`config.mk`:
```
export PLATFORM = sky130hd
export DESIGN_NAME = glyph_row_loader
export DESIGN_NICKNAME = d
export VERILOG_FILES = /design/src/rtl/monitor_pkg.sv /design/src/rtl/glyph_shadow_buffer.sv /design/src/rtl/glyph_row_loader.sv
export SDC_FILE = /design/constraint.sdc
export NUM_CORES = 1
export LEC_CHECK = 0
export BUFFER_PORTS_ARGS = -buffer_cell sky130_fd_sc_hd__buf_2
export CAP_MARGIN = 20
export CELL_PAD_IN_SITES_DETAIL_PLACEMENT = 0
export CELL_PAD_IN_SITES_GLOBAL_PLACEMENT = 1
export CORE_AREA = 2 2 110 112
export DETAILED_ROUTE_END_ITERATION = 10
export DIE_AREA = 0 0 112 114
export GPL_TIMING_DRIVEN = 0
export PLACE_DENSITY_LB_ADDON = 0.1
export SYNTH_ARGS = -nofsm -noshare
export SYNTH_HDL_FRONTEND = slang
export SYNTH_SLANG_ARGS = --single-unit
```
`constraint.sdc`:
```
create_clock -name clk -period 4.7 [get_ports clk]
set_input_delay 0.705 -clock clk [delete_from_list [all_inputs] [get_ports clk]]
set_output_delay 0.705 -clock clk [all_outputs]
set_load 0.02 [all_outputs]
```
`src/rtl/monitor_pkg.sv`:
```
// Shared constants and types for the glyph row loader and its shadow buffer.
// Frame geometry, FSM state encoding and the blank-row value used at reset.
package monitor_pkg;

  localparam int unsigned ROWS  = 8;
  localparam int unsigned WIDTH = 8;

  typedef enum logic {
    StFill    = 1'b0,
    StPending = 1'b1
  } state_e;

  localparam logic [WIDTH-1:0] BlankRow = '0;

endpackage

```
`src/rtl/glyph_shadow_buffer.sv`:
```
// ROWS x WIDTH write-indexed register file with a flat parallel read-out.
// Holds the frame being assembled until the loader swaps it into the active rows.
module glyph_shadow_buffer
  import monitor_pkg::*;
#(
  parameter int unsigned ROWS  = monitor_pkg::ROWS,
  parameter int unsigned WIDTH = monitor_pkg::WIDTH
) (
  input  logic                       clk,
  input  logic                       reset,
  input  logic                       wr_en,
  input  logic [$clog2(ROWS)-1:0]    wr_idx,
  input  logic [WIDTH-1:0]           wr_data,
  output logic [ROWS-1:0][WIDTH-1:0] rd_rows
);

  logic [ROWS-1:0][WIDTH-1:0] buf_q;

  always_ff @(posedge clk or posedge reset) begin
    if (reset) begin
      for (int i = 0; i < ROWS; i++) begin
        buf_q[i] <= BlankRow;
      end
    end else if (wr_en) begin
      buf_q[wr_idx] <= wr_data;
    end
  end

  assign rd_rows = buf_q;

endmodule

```
`src/rtl/glyph_row_loader.sv`:
```
// Assembles one glyph frame per ROWS bytes in a shadow buffer and swaps it into
// stable row outputs only at a frame boundary, so the monitor never sees a partial frame.
module glyph_row_loader
  import monitor_pkg::*;
#(
  parameter int unsigned ROWS      = monitor_pkg::ROWS,
  parameter int unsigned WIDTH     = monitor_pkg::WIDTH,
  parameter bit          SYNC_SWAP = 1'b1
) (
  input  logic             clk,
  input  logic             reset,
  input  logic [WIDTH-1:0] in_data,
  input  logic             in_valid,
  input  logic             in_last,
  output logic             in_ready,
  input  logic             frame_sync,
  output logic [WIDTH-1:0] row_0,
  output logic [WIDTH-1:0] row_1,
  output logic [WIDTH-1:0] row_2,
  output logic [WIDTH-1:0] row_3,
  output logic [WIDTH-1:0] row_4,
  output logic [WIDTH-1:0] row_5,
  output logic [WIDTH-1:0] row_6,
  output logic [WIDTH-1:0] row_7,
  output logic             frame_update,
  output logic             frame_error
);

  localparam int unsigned     IdxW    = $clog2(ROWS);
  localparam logic [IdxW-1:0] LastIdx = IdxW'(ROWS - 1);

  state_e                     state_q, state_d;
  logic [IdxW-1:0]            idx_q, idx_d;
  logic [ROWS-1:0][WIDTH-1:0] shadow_rows;
  logic [ROWS-1:0][WIDTH-1:0] rows_q;
  logic                       xfer, swap, err;
  logic                       update_q, error_q;

  // in_ready is a pure decode of the state register: no path from in_valid.
  assign in_ready = (state_q == StFill);
  assign xfer     = in_valid && in_ready;

  glyph_shadow_buffer #(
    .ROWS  (ROWS),
    .WIDTH (WIDTH)
  ) u_shadow (
    .clk     (clk),
    .reset   (reset),
    .wr_en   (xfer),
    .wr_idx  (idx_q),
    .wr_data (in_data),
    .rd_rows (shadow_rows)
  );

  always_comb begin
    state_d = state_q;
    idx_d   = idx_q;
    swap    = 1'b0;
    err     = 1'b0;
    case (state_q)
      StFill: begin
        if (xfer) begin
          if (idx_q == LastIdx) begin
            idx_d = '0;
            if (in_last) begin
              state_d = StPending;
            end else begin
              err = 1'b1;
            end
          end else if (in_last) begin
            idx_d = '0;
            err   = 1'b1;
          end else begin
            idx_d = idx_q + IdxW'(1);
          end
        end
      end
      StPending: begin
        // A sync seen during the last-byte transfer is ignored: only PENDING cycles count.
        if (frame_sync || !SYNC_SWAP) begin
          swap    = 1'b1;
          state_d = StFill;
        end
      end
      default: state_d = StFill;
    endcase
  end

  always_ff @(posedge clk or posedge reset) begin
    if (reset) begin
      state_q  <= StFill;
      idx_q    <= '0;
      update_q <= 1'b0;
      error_q  <= 1'b0;
      for (int i = 0; i < ROWS; i++) begin
        rows_q[i] <= BlankRow;
      end
    end else begin
      state_q  <= state_d;
      idx_q    <= idx_d;
      update_q <= swap;
      error_q  <= err;
      if (swap) begin
        rows_q <= shadow_rows;
      end
    end
  end

  assign frame_update = update_q;
  assign frame_error  = error_q;

  assign row_0 = rows_q[0];
  assign row_1 = rows_q[1];
  assign row_2 = rows_q[2];
  assign row_3 = rows_q[3];
  assign row_4 = rows_q[4];
  assign row_5 = rows_q[5];
  assign row_6 = rows_q[6];
  assign row_7 = rows_q[7];

endmodule

```
==> results.md <==
* Status: finished, final reports clean
* Chip height at 114 um
* Setup bufs post-CTS at 0
* Overall Power at 0.003071 W
* HPWL after detailed placement at 6.367 mm
* FF-to-FF setup slack at 2840 ps
* Area contributors post-synth: dfrtp_1 66%, mux2_2 29%, ha_1 0.74%
* Layout overhead on the synthesized area at 23.07%
* Max clock buf depth at 2
* IO Pins at 80
* CP endpoint kind: flip-flop
* Syn avg cell area at 16.87 um^2
* Syn nets at 318
* Main synth FF type: dfrtp_1
* Yosys reg bits at 134
* Total die area at 0.01277 mm^2
* Commonest cells post-synth: 134 x dfrtp_1, 129 x mux2_2, 7 x buf_2
* Post-Syn Instances at 302
* Initial antenna violation count at 0
* Max-capacitance violation count at 0
* Worst r2r dst: u_shadow.rd_rows[42]
* Post-Syn Area at 0.005094 mm^2
* CTS sink cnt at 134
* Most frequent cell after synthesis: dfrtp_1
* Tightest Hold Check Type: in -> async
* Vias at 2,798
* Final nets at 417
* PD cells at 489.9 mW/mm^2
* Slew margin rel. at 59.10%
* Resized cells post-CTS at 0
* GPL Wtd Cong at 0.7147
* Root buffer cell: clkbuf_16
* Starting density of the core at 43.49%
* Final WL at 9.735 mm
* Netlist cell types at 20
* Place WS at 2541 ps
* CTS tree: built
* DIE WIDTH at 112 um
* Setup Skew at 5.435 ps
* Peak Freq at 536.8 MHz
* Leak Pwr at 3.298 nW
* Core Area at 0.01171 mm^2
* Post-layout min period at 1863 ps
* Final setup fails at 0
* Vias per cell at 5.005
* Largest net degree at the start of global routing at 99
* Synth top area share at 65.83%
* CP Max Fanout at 8
* Asr flop ratio synth at 100.0%
* 1st-pass router iterations at 4
* Layout cells sized above 1 at 60.68%
* First-pass GRT wire length at 15.99 mm
* Post-synthesis sequential area ratio at 65.83%
* H-tree depth at 4
* Port-buffer cells at 79
* Vias in the first global route at 2,943
* Max IR drop VDD at 0.2228 mV
* Post-synth EDFFs at 0
* Post-CTS Hold Fix Bufs at 0
* Row cnt at 40
* WP data required at 4990 ps
* Tightest Pin Transition at 613.5 ps
* WS Path Type: reg -> reg
* DRC viols at 0
* Yosys warning total at 0
* Reg-to-reg startpoint: idx_q[2]
* Num CTS Buffers at 17
* Clk_lat worst skew at 410 ps
* Antenna Nets Post-Route at 0
* Final Hold Fails at 0
* R2R depth at 4
* Fin. max-slew vios at 0
* Core Util, Final at 53.53%
* WL per Instance at 17.42 um
* 1st-iter DRT viols at 94
* Antenna Cells at 0
* Reg clk slew, reported paths at 50 ps
* Fillers at 1,026
* Final period utilization at 39.63%
* Unrepaired setup endpoints after global routing: false
* Synth area leader: dfrtp_1
* Crit path DAT at 2150 ps
* Tot GR Track Use at 16.79%
* Setup slack after layout at 2837 ps
* Overflow after GRT at 0
* Startpoint types: flip-flop
[report_power, final]
part | total (W) | switching, W | internal (W) | leakage [nW]
Combinational | 0.000350 | 0.000151 | 0.000200 | 1.24
Clock | 0.00124 | 0.000436 | 0.000804 | 0.279
Sequential | 0.00148 | 0.000105 | 0.00138 | 1.78
Total | 0.00307 | 0.000692 | 0.00238 | 3.30
[routing by layer]
metal	global-route usage (%)	part of all wire, %
met1	22.70	46
met2	25.66	48
met3	4.251	4.1
met4	8.049	1.5
met5	0	0
[metrics by stage]
stage          std cells  setup TNS (ps)  instance area, um^2  hold WS [ps]
2_1_floorplan        302               0                 5094         474.9
3_3_place_gp         528         -139420                 5673         482.0
3_5_place_dp         529               0                 5705         486.0
4_1_cts              559               0                 6269         288.6
5_1_grt              559               0                 6269         315.2
6_report             559               0                 6269         288.4
[sequential cells by signal, indices dropped and copies added, names as in the netlist]
register / flops
u_shadow.rd_rows: 64
row_6: 8
frame_update: 1
row_4: 8
row_1: 8
idx_q: 3
row_5: 8
row_0: 8
row_3: 8
frame_error: 1
state_q: 1
row_2: 8
row_7: 8
[cell usage in the layout, fill, tap and decap left out, types with 3 or more instances in the layout]
cell and count:
buf_2 86, clkbuf_1 7, clkbuf_16 17, clkbuf_8 6, dfrtp_1 134, ha_1 3
mux2_2 129, nand2_1 4
[how the worst max path moves through the flow]
stage | startpoint | endpoint | slack [ps] | depth (start not counted)
floorplan | reset | frame_error | 410 | 1
global placement | reset | row_6[2] | -1050 | 2
detailed placement | in_valid | u_shadow.rd_rows[47] | 2540 | 5
CTS | idx_q[2] | u_shadow.rd_rows[47] | 2820 | 4
global route | idx_q[2] | u_shadow.rd_rows[41] | 2720 | 4
finish | idx_q[2] | u_shadow.rd_rows[42] | 2840 | 4
[logic make-up after synthesis]
group | after synthesis | share of synthesized area, %
multiplexers | 129 | 28.52
flip-flops | 134 | 65.83
XOR/XNOR | 1 | 0.1720
AO/OA/AOI/OAI | 3 | 0.4669
AND/OR/NAND/NOR | 18 | 2.997
buffers and inverters | 14 | 1.277
adder cells (fa/ha/maj) | 3 | 0.7370
[critical path, cell delays in order, from the launching register on]
cell and delay [ps]:
dfrtp_1 380, clkbuf_1 330, nand2_1 190, nor3_4 450, mux2_2 390
[area by class of cell]
type | instances | area, um^2 | share of cell area [%]
plain buffers | 11 | 53.80 | 0.8583
clock buffers | 27 | 523.0 | 8.343
clock inverters | 3 | 40.04 | 0.6387
inverters | 3 | 16.27 | 0.2595
multi-input cells | 154 | 1675 | 26.73
flip-flops and latches | 134 | 3353 | 53.49
well taps | 147 | 183.9 | 2.934
repair buffers | 80 | 422.9 | 6.747
No activity file was read; power rests on OpenSTA's default activity.
